File: config.mk
export PLATFORM = sky130hd
export DESIGN_NAME = riscv_lsu_flat
export DESIGN_NICKNAME = d
export VERILOG_FILES = /design/src/rtl/riscv_lsu_pkg.sv /design/src/rtl/riscv_lsu_if.sv /design/src/rtl/riscv_lsu_load_align.sv /design/src/rtl/riscv_lsu.sv /design/src/flat_wrapper.sv
export SDC_FILE = /design/constraint.sdc
export NUM_CORES = 1
export LEC_CHECK = 0
export ABC_AREA = 1
export BUFFER_PORTS_ARGS = -buffer_cell sky130_fd_sc_hd__buf_2
export CORE_ASPECT_RATIO = 0.9
export CORE_MARGIN = 10
export CORE_UTILIZATION = 52
export CTS_CLUSTER_SIZE = 14
export DETAILED_ROUTE_END_ITERATION = 10
export GPL_ROUTABILITY_DRIVEN = 0
export PLACE_DENSITY = 0.91
export SYNTH_ARGS = -nofsm -noshare
export SYNTH_HDL_FRONTEND = slang
export SYNTH_SLANG_ARGS = --single-unit
File: constraint.sdc
create_clock -name clk -period 3.4 [get_ports clk]
set_input_delay 0.34 -clock clk [delete_from_list [all_inputs] [get_ports clk]]
set_output_delay 0.34 -clock clk [all_outputs]
set_load 0.05 [all_outputs]
File: src/rtl/riscv_lsu_pkg.sv
// Shared definitions for the RV32I memory-stage load/store unit.
//   - operand/address widths and byte-enable count
//   - load/store funct3 encodings
//   - LSU FSM state type
//   - helpers for access legality, byte-enable and write-lane generation
package riscv_lsu_pkg;

    localparam int unsigned NB_WORD  = 32;
    localparam int unsigned MEM_SIZE = 128;
    localparam int unsigned NB_ADDR  = $clog2(MEM_SIZE);
    localparam int unsigned NB_BE    = NB_WORD / 8;

    typedef enum logic [2:0] {
        LB  = 3'b000,
        LH  = 3'b001,
        LW  = 3'b010,
        LBU = 3'b100,
        LHU = 3'b101
    } load_funct3_t;

    typedef enum logic [2:0] {
        SB = 3'b000,
        SH = 3'b001,
        SW = 3'b010
    } store_funct3_t;

    typedef enum logic [1:0] {
        IDLE,
        BUSY,
        DONE
    } lsu_state_t;

    function automatic logic load_ok(logic [2:0] f3, logic [1:0] off);
        case (f3)
            LB, LBU: load_ok = 1'b1;
            LH, LHU: load_ok = ~off[0];
            LW:      load_ok = (off == 2'b00);
            default: load_ok = 1'b0;
        endcase
    endfunction

    function automatic logic store_ok(logic [2:0] f3, logic [1:0] off);
        case (f3)
            SB:      store_ok = 1'b1;
            SH:      store_ok = ~off[0];
            SW:      store_ok = (off == 2'b00);
            default: store_ok = 1'b0;
        endcase
    endfunction

    // Size is encoded in funct3[1:0] for both loads and stores.
    function automatic logic [3:0] gen_be(logic [2:0] f3, logic [1:0] off);
        case (f3[1:0])
            2'b00:   gen_be = 4'b0001 << off;
            2'b01:   gen_be = 4'b0011 << {off[1], 1'b0};
            default: gen_be = 4'b1111;
        endcase
    endfunction

    // Replicate the store operand across all lanes; byte enables pick the live one.
    function automatic logic [31:0] gen_wdata(logic [2:0] f3, logic [31:0] data);
        case (f3[1:0])
            2'b00:   gen_wdata = {4{data[7:0]}};
            2'b01:   gen_wdata = {2{data[15:0]}};
            default: gen_wdata = data;
        endcase
    endfunction

endpackage

File: src/rtl/riscv_lsu_if.sv
// Data-memory bus between the LSU (master) and a word-organised, byte-addressed memory (slave).
//   mem_req/mem_we/mem_addr/mem_be/mem_wdata : request, held stable until mem_ready
//   mem_ready : request accepted/completed this cycle
//   mem_rdata : read word, valid with mem_ready on a read
interface riscv_lsu_if #(
    parameter int unsigned NB_WORD = 32,
    parameter int unsigned NB_ADDR = 7,
    parameter int unsigned NB_BE   = 4
);
    logic               mem_req;
    logic               mem_we;
    logic [NB_ADDR-1:0] mem_addr;
    logic [NB_BE-1:0]   mem_be;
    logic [NB_WORD-1:0] mem_wdata;
    logic               mem_ready;
    logic [NB_WORD-1:0] mem_rdata;

    modport master (
        output mem_req, mem_we, mem_addr, mem_be, mem_wdata,
        input  mem_ready, mem_rdata
    );

    modport slave (
        input  mem_req, mem_we, mem_addr, mem_be, mem_wdata,
        output mem_ready, mem_rdata
    );
endinterface

File: src/rtl/riscv_lsu_load_align.sv
// Combinational load-lane alignment: shifts the read word down by the byte offset and
// sign/zero-extends according to the load funct3.
//   rdata_i  : raw memory word
//   offset_i : address bits [1:0]
//   funct3_i : LB/LH/LW/LBU/LHU
//   data_o   : extended load result
module riscv_lsu_load_align
    import riscv_lsu_pkg::*;
#(
    parameter int unsigned NB_WORD = 32
) (
    input  logic [NB_WORD-1:0] rdata_i,
    input  logic [1:0]         offset_i,
    input  logic [2:0]         funct3_i,
    output logic [NB_WORD-1:0] data_o
);
    logic [NB_WORD-1:0] shifted;

    always_comb begin
        shifted = rdata_i >> {offset_i, 3'b000};
        case (funct3_i)
            LB:      data_o = {{(NB_WORD-8){shifted[7]}}, shifted[7:0]};
            LH:      data_o = {{(NB_WORD-16){shifted[15]}}, shifted[15:0]};
            LBU:     data_o = {{(NB_WORD-8){1'b0}}, shifted[7:0]};
            LHU:     data_o = {{(NB_WORD-16){1'b0}}, shifted[15:0]};
            default: data_o = shifted;
        endcase
    end
endmodule

File: src/rtl/riscv_lsu.sv
// RV32I memory-stage load/store unit.
//   clk, rst         : clock, synchronous active-high reset
//   in_valid, dmem_rd, dmem_wr, ld_st_funct3, addr, store_data : MEM-stage request
//   stall            : hold IF..MEM (combinational)
//   load_data/valid  : extended load result, valid in DONE for loads
//   fault            : one-cycle pulse for a misaligned/illegal access
//   dmem             : data-memory bus (master side)
module riscv_lsu
    import riscv_lsu_pkg::*;
#(
    parameter int unsigned NB_WORD = riscv_lsu_pkg::NB_WORD,
    parameter int unsigned NB_ADDR = riscv_lsu_pkg::NB_ADDR,
    parameter int unsigned NB_BE   = riscv_lsu_pkg::NB_BE
) (
    input  logic               clk,
    input  logic               rst,
    input  logic               in_valid,
    input  logic               dmem_rd,
    input  logic               dmem_wr,
    input  logic [2:0]         ld_st_funct3,
    input  logic [NB_WORD-1:0] addr,
    input  logic [NB_WORD-1:0] store_data,
    output logic               stall,
    output logic [NB_WORD-1:0] load_data,
    output logic               load_valid,
    output logic               fault,
    riscv_lsu_if.master        dmem
);
    lsu_state_t state_q, state_d;

    logic               mem_req_q, mem_req_d;
    logic               mem_we_q, mem_we_d;
    logic [NB_ADDR-1:0] mem_addr_q, mem_addr_d;
    logic [NB_BE-1:0]   mem_be_q, mem_be_d;
    logic [NB_WORD-1:0] mem_wdata_q, mem_wdata_d;
    logic [2:0]         funct3_q, funct3_d;
    logic [1:0]         offset_q, offset_d;
    logic [NB_WORD-1:0] load_data_q, load_data_d;
    logic               load_valid_q, load_valid_d;
    logic               fault_q, fault_d;

    logic               access;
    logic               legal;
    logic [NB_WORD-1:0] aligned;
    logic               unused_addr;

    // Upper address bits wrap away: memory is only MEM_SIZE bytes.
    assign unused_addr = ^addr[NB_WORD-1:NB_ADDR];

    assign access = in_valid & (dmem_rd | dmem_wr);
    assign legal  = ~(dmem_rd & dmem_wr) &
                    (dmem_rd ? load_ok(ld_st_funct3, addr[1:0])
                             : store_ok(ld_st_funct3, addr[1:0]));

    riscv_lsu_load_align #(
        .NB_WORD (NB_WORD)
    ) u_load_align (
        .rdata_i  (dmem.mem_rdata),
        .offset_i (offset_q),
        .funct3_i (funct3_q),
        .data_o   (aligned)
    );

    always_comb begin
        state_d      = state_q;
        mem_req_d    = mem_req_q;
        mem_we_d     = mem_we_q;
        mem_addr_d   = mem_addr_q;
        mem_be_d     = mem_be_q;
        mem_wdata_d  = mem_wdata_q;
        funct3_d     = funct3_q;
        offset_d     = offset_q;
        load_data_d  = load_data_q;
        load_valid_d = 1'b0;
        fault_d      = 1'b0;
        stall        = 1'b0;

        case (state_q)
            IDLE: begin
                if (access) begin
                    if (legal) begin
                        stall       = 1'b1;
                        state_d     = BUSY;
                        mem_req_d   = 1'b1;
                        mem_we_d    = dmem_wr;
                        mem_addr_d  = {addr[NB_ADDR-1:2], 2'b00};
                        mem_be_d    = gen_be(ld_st_funct3, addr[1:0]);
                        mem_wdata_d = gen_wdata(ld_st_funct3, store_data);
                        funct3_d    = ld_st_funct3;
                        offset_d    = addr[1:0];
                    end else begin
                        fault_d = 1'b1;
                    end
                end
            end
            BUSY: begin
                stall = 1'b1;
                if (dmem.mem_ready) begin
                    mem_req_d = 1'b0;
                    state_d   = DONE;
                    if (!mem_we_q) begin
                        load_data_d  = aligned;
                        load_valid_d = 1'b1;
                    end
                end
            end
            DONE: begin
                state_d = IDLE;
            end
            default: begin
                state_d = IDLE;
            end
        endcase

        if (rst) begin
            stall = 1'b0;
        end
    end

    always_ff @(posedge clk) begin
        if (rst) begin
            state_q      <= IDLE;
            mem_req_q    <= 1'b0;
            mem_we_q     <= 1'b0;
            mem_addr_q   <= '0;
            mem_be_q     <= '0;
            mem_wdata_q  <= '0;
            funct3_q     <= '0;
            offset_q     <= '0;
            load_data_q  <= '0;
            load_valid_q <= 1'b0;
            fault_q      <= 1'b0;
        end else begin
            state_q      <= state_d;
            mem_req_q    <= mem_req_d;
            mem_we_q     <= mem_we_d;
            mem_addr_q   <= mem_addr_d;
            mem_be_q     <= mem_be_d;
            mem_wdata_q  <= mem_wdata_d;
            funct3_q     <= funct3_d;
            offset_q     <= offset_d;
            load_data_q  <= load_data_d;
            load_valid_q <= load_valid_d;
            fault_q      <= fault_d;
        end
    end

    assign dmem.mem_req   = mem_req_q;
    assign dmem.mem_we    = mem_we_q;
    assign dmem.mem_addr  = mem_addr_q;
    assign dmem.mem_be    = mem_be_q;
    assign dmem.mem_wdata = mem_wdata_q;
    assign load_data      = load_data_q;
    assign load_valid     = load_valid_q;
    assign fault          = fault_q;
endmodule

File: src/flat_wrapper.sv
// flat-port wrapper written by rule: the top's interface ports become plain ports
module riscv_lsu_flat import riscv_lsu_pkg::*;
#(
    parameter int unsigned NB_WORD = riscv_lsu_pkg::NB_WORD,
    parameter int unsigned NB_ADDR = riscv_lsu_pkg::NB_ADDR,
    parameter int unsigned NB_BE   = riscv_lsu_pkg::NB_BE
)
  (clk, rst, in_valid, dmem_rd, dmem_wr, ld_st_funct3, addr, store_data, stall, load_data, load_valid, fault, dmem_mem_req, dmem_mem_we, dmem_mem_addr, dmem_mem_be, dmem_mem_wdata, dmem_mem_ready, dmem_mem_rdata);
  riscv_lsu_if #(.NB_WORD(NB_WORD), .NB_ADDR(NB_ADDR), .NB_BE(NB_BE)) dmem_i ();
  input  logic clk;
  input  logic rst;
  input  logic in_valid;
  input  logic dmem_rd;
  input  logic dmem_wr;
  input  logic [2:0] ld_st_funct3;
  input  logic [NB_WORD-1:0] addr;
  input  logic [NB_WORD-1:0] store_data;
  output logic stall;
  output logic [NB_WORD-1:0] load_data;
  output logic load_valid;
  output logic fault;
  output wire logic [$bits(dmem_i.mem_req)-1:0] dmem_mem_req;
  output wire logic [$bits(dmem_i.mem_we)-1:0] dmem_mem_we;
  output wire logic [$bits(dmem_i.mem_addr)-1:0] dmem_mem_addr;
  output wire logic [$bits(dmem_i.mem_be)-1:0] dmem_mem_be;
  output wire logic [$bits(dmem_i.mem_wdata)-1:0] dmem_mem_wdata;
  input wire logic [$bits(dmem_i.mem_ready)-1:0] dmem_mem_ready;
  input wire logic [$bits(dmem_i.mem_rdata)-1:0] dmem_mem_rdata;
  assign dmem_mem_req = dmem_i.mem_req;
  assign dmem_mem_we = dmem_i.mem_we;
  assign dmem_mem_addr = dmem_i.mem_addr;
  assign dmem_mem_be = dmem_i.mem_be;
  assign dmem_mem_wdata = dmem_i.mem_wdata;
  assign dmem_i.mem_ready = dmem_mem_ready;
  assign dmem_i.mem_rdata = dmem_mem_rdata;
  riscv_lsu #(.NB_WORD(NB_WORD), .NB_ADDR(NB_ADDR), .NB_BE(NB_BE)) u_core (.clk(clk), .rst(rst), .in_valid(in_valid), .dmem_rd(dmem_rd), .dmem_wr(dmem_wr), .ld_st_funct3(ld_st_funct3), .addr(addr), .store_data(store_data), .stall(stall), .load_data(load_data), .load_valid(load_valid), .fault(fault), .dmem(dmem_i));
endmodule
* Word level (Yosys, flattened, before mapping)
Index checks and enable logic that the tools add are counted.
Widths: inputs -> output; s select.
** Cells by class
- Equality and inequality tests :: 12
- Shift-type cells :: 3
- Multiplexer cells :: 20
- Bitwise gates (word level) :: 11
- Reductions and logical operators :: 14
** Operators with widths (number)
- $pmux 32 s4 :: 1
- $pmux 32 s2 :: 1
- $shr 32x5->32 :: 1
- $eq 3x3->1 const B :: 4
- $mux 1 :: 9
- $reduce_and 3->1 :: 3
- $pmux 4 s2 :: 1
- $not 1->1 :: 7
- $eq 3x1->1 const B :: 2
- $logic_not 2->1 :: 3
- $logic_not 3->1 :: 2
- $mux 2 :: 3
- $pmux 1 s3 :: 2
- $reduce_or 3->1 :: 2
- $eq 2x1->1 const B :: 2
- $ne 2x1->1 const B :: 2
- $pmux 1 s2 :: 2
- $pmux 2 s2 :: 1
- $reduce_and 4->1 :: 1
- $reduce_or 2->1 :: 2
- $shl 1x2->4 const A :: 1
- $shl 2x2->4 const A :: 1
- $and 1x1->1 :: 3
- $eq 3x2->1 const B :: 1
- 3 further kinds :: 3
** Storage, ports and cells
- Bits in registers :: 84
- Output and inout bits :: 80

* Depth between registers and ports, before layout
- Word-level depth :: 9
- Mapped depth :: 10
- Gate-level depth less buffers :: 9

* Modules after synthesis
Synthesis repeated with hierarchy kept, for this count alone.
** Unflattened totals
- Cell total of the unflattened synthesis :: 653
- Area, all modules :: 4523.1 um^2
** By module, submodules not included
- riscv_lsu :: times used 1, cells an instance 495, area each 3602.2 um^2, sequential area each 1681.6 um^2
- riscv_lsu_load_align :: times used 1, cells an instance 158, area each 920.9 um^2, sequential area each 0.0 um^2

* Least setup slack after synthesis
OpenSTA, ideal clock, no wires.
- Path kind :: reg2out
- Start :: reg u_core.state_q[1]
- End :: out stall
- Arrival time :: 1731 ps
- Required time :: 3060 ps
- Path slack :: 1329 ps
- Stages on the path, launching flop included :: 7
- Path buffers :: 1
- Cells stage by stage :: dfxtp_1 -> nor2_2 -> nand2_2 -> nor2_8 -> nand3_4 -> buf_6 -> a21oi_1
** Between the ends
- Cells in the longest elaborated chain, start to end :: 3
** Ends and longest elaborated chain
- from (decl) :: RTL line riscv_lsu.sv:29 : lsu_state_t state_q, state_d;
- from (signal assigned) :: RTL line riscv_lsu.sv:134 : state_q <= state_d;
- $eq 2x1->1 or $logic_not 2->1 (tied branches) :: RTL line riscv_lsu.sv:78 : case (state_q)
- $pmux 1 s2 * :: RTL line riscv_lsu.sv:78
- $mux 1 * :: RTL line riscv_lsu.sv:115 : if (rst) begin
- to (decl) :: RTL line flat_wrapper.sv:18 : output logic stall;
Every way passes the cells marked *; elsewhere a longest branch is shown, timed or not.

* Worst setup path in the final report
Same ends and word-level chain as after synthesis.

==> impl_metrics.tcl <==
set metrics [dict create \
    worst_clock_skew_ps 10.7 \
    synthMuxAreaShare_pct 0 \
    power.density_nw_per_um2 398 \
    vdd_drop_max_v 0.000274 \
    syn_inst 679 \
    hold_class "input port to register" \
    grt_pass1_wl_microns 22500 \
    placed_cells_incl_taps 911 \
    pwr-share-comb_pct 21.1 \
    yosys_warnings 0 \
    synth-async-reset-ratio_pct 0 \
    crit_type "register to primary output" \
    cts_tree "yes" \
    yosys-top-cells-area "dfxtp_1 38%, nand2_1 18%, nand3_1 9.0%" \
    critPathTopFamily "simple AND/OR/NAND/NOR gates" \
    grt_use_total_pct 21.2 \
    min_delay_path_depth 3 \
    yosys.area_share.xor_xnor_pct 0 \
    setup_tns_ps 0 \
    critPathArrivalTime_ps 2060 \
    dr.pass1.iters 7 \
    fin_area_sq_um 5300 \
    routed_wl_microns 13700 \
    fillers 762 \
    dieHeight_microns 108 \
    synth-adder-area-share_pct 0 \
    crit_slowest_cell "nor2_8" \
    swShare_pct 33.0 \
    ys_seq_area_share_pct 37.8 \
    cp_max_fo 45 \
    post-route-util_pct 64.7 \
    post_cts_resized 0 \
    wl_per_cell_microns 14.8 \
    avgSynthCellArea_sq_um 6.55 \
    holdBufCountCts 0 \
    p_int_uw 1410 \
    clk_latency_ps 360 \
    hpwl_microns 9970 \
    synth_edf_count 0 \
    fin_cells 926 \
    core_area_sq_um 8180 \
    synthDistinctLibCells 29 \
    yosys.area.top_type_share_pct 37.8 \
    place_area_sq_um 5130 \
    io_buffers 157 \
    drive_above_1_share_pct 26.3 \
    synth_top_family_by_area "simple AND/OR/NAND/NOR gates" \
    final-hold-violation-count 0 \
    grt_max_degree 58 \
    clk_pin_slew_worst_paths_ps 80 \
    grt_pass1_vias 4467 \
    slowest_delay_ps 480 \
    ys.flop_type "dfxtp_1" \
    power_leakage_uw 0.00271 \
    post_cts_buffers 0 \
    ys_top_cells_by_count "217 x nand2_1, 84 x dfxtp_1, 80 x nand3_1" \
    maxCapViolations 0 \
    drcViolationCount 0 \
    fin_crit_sh_pct 70.5 \
    die_area_sq_um 12700 \
    syn-cell-area_sq_um 4450 \
    cts_buffers 9 \
    start_util_pct 54.4 \
    fp.dieW_microns 118 \
    seqPwrFrac_pct 48.9 \
    yosys.area_share.simple_pct 38.0 \
    power_uw 2110 \
    yosysTopAreaCell "dfxtp_1" \
    ys_ff_latch 84 \
    path_cells "nor2_2, nand2_2, nor2_8, nand3_4, a21oi_1, buf_2" \
    end_kind "primary output" \
    clkSinkCount 84 \
    relSlewSlack_pct 44.9 \
    gr-total-overflow 0 \
    status "completed" \
    power_frac_clock_pct 30.0 \
    clock_path_buffers 2 \
    vias 4789 \
    rows 31 \
    synth_most_common_cell "nand2_1" \
    fmaxAchievable_mhz 417 \
    h-tree-depth 3 \
    setup_viol 0 \
    critPathBufInv 1 \
    synth_compound_area_share_pct 13.4 \
    io_pins 185 \
    reg2reg_depth 7 \
    tightestPinTransition_ps 823 \
    drv_slew 0 \
    cp_data_required_time_ps 3060 \
    rsz0062_at_grt "false" \
    startpoint_type "register" \
    root_buffer "clkbuf_8" \
    vias_per_cell 5.17 \
    nets 912 \
    area_delta_synth_final_pct 19.0 \
    ant_nets 0 \
    netSwitchingPower_uw 695 \
    finalCriticalPeriod_ps 2400 \
    crit_cells 6 \
    drtIter0Drc 547 \
    antenna_found_initial 1 \
]
-- final timing paths --
| kind | startpoint | end | slack (ps) |
|---|---|---|---|
| max | u_core.state_q[1] | stall | 1000 |
| min | addr[4] | u_core.dmem.mem_addr[4] | 240 |
| max reg2reg | u_core.state_q[1] | u_core.funct3_q[1] | 1420 |
| min reg2reg | u_core.dmem.mem_addr[6] | u_core.dmem.mem_addr[6] | 460 |
-- power groups by stage --
stage                     sequential, uW  clock, uW  combinational (uW)
after floorplan                     1150          0                 225
after global placement              1050          0                 435
after detailed placement            1050          0                 440
after CTS                           1030        652                 441
after global routing                1030        680                 487
final                               1030        631                 445
-- layout make-up --
class / count / area [sq um] / share of cell area, %
clock inverter: 4 / 27.5 / 0.520
multi-input combinational: 503 / 2300 / 43.4
antenna: 1 / 2.50 / 0.0472
tap: 115 / 144 / 2.72
timing repair buffer: 163 / 831 / 15.7
sequential: 84 / 1680 / 31.8
clock buffer: 10 / 138 / 2.60
inverter: 46 / 175 / 3.31
-- routing by layer --
| metal | track usage, % | routed length, microns | part of all wire, % |
|---|---|---|---|
| met5 | 0 | 0 | 0 |
| met3 | 8.34 | 1460 | 11 |
| met1 | 26.0 | 5660 | 41 |
| met4 | 5.82 | 319 | 2.3 |
| met2 | 34.1 | 6290 | 46 |
-- metrics by stage --
step	hold WS (ps)	setup slack (ps)
2_1_floorplan	477	1330
3_3_place_gp	450	1310
3_5_place_dp	452	1240
4_1_cts	222	987
5_1_grt	255	851
6_report	241	1000
-- worst reg2reg max path: stages (launching register included) --
cell	delay, ps
dfxtp_1	320
nor2_2	160
nand2_2	110
nor2_8	480
nand3_4	160
buf_4	360
nand2_1	150
a21oi_1	70
-- cells in the final DEF, fill, tap and decap left out, types with 2 or more instances in the layout --
cell,n
clkbuf_8,10
nand3_2,2
nand2_2,13
a21oi_2,10
nor2_1,68
buf_2,157
clkinvlp_4,3
inv_1,42
nor3_1,4
nand3_1,80
o211ai_1,4
o21ai_0,19
conb_1,2
buf_4,6
a21oi_1,57
o21ai_1,16
inv_2,3
nand4_1,3
nand2_1,217
dfxtp_1,84
nor2_2,2
-- cells by family (layout without fill, tap and decap cells) --
| group | after synthesis | after routing |
|---|---|---|
| AO/OA/AOI/OAI | 107 | 107 |
| buffers and inverters | 93 | 223 |
| flip-flops | 84 | 84 |
| other | 1 | 3 |
| AND/OR/NAND/NOR | 394 | 394 |
-- state kept, by name (all words and copies together), names as in the netlist --
name and flops:
u_core.dmem.mem_addr 5, u_core.dmem.mem_be 4, u_core.offset_q 2, u_core.load_valid 1, u_core.state_q 2, u_core.funct3_q 3, u_core.dmem.mem_req 1, u_core.dmem.mem_we 1
u_core.load_data 32, u_core.fault 1, u_core.dmem.mem_wdata 32
No activity file was read; power rests on OpenSTA's default activity.
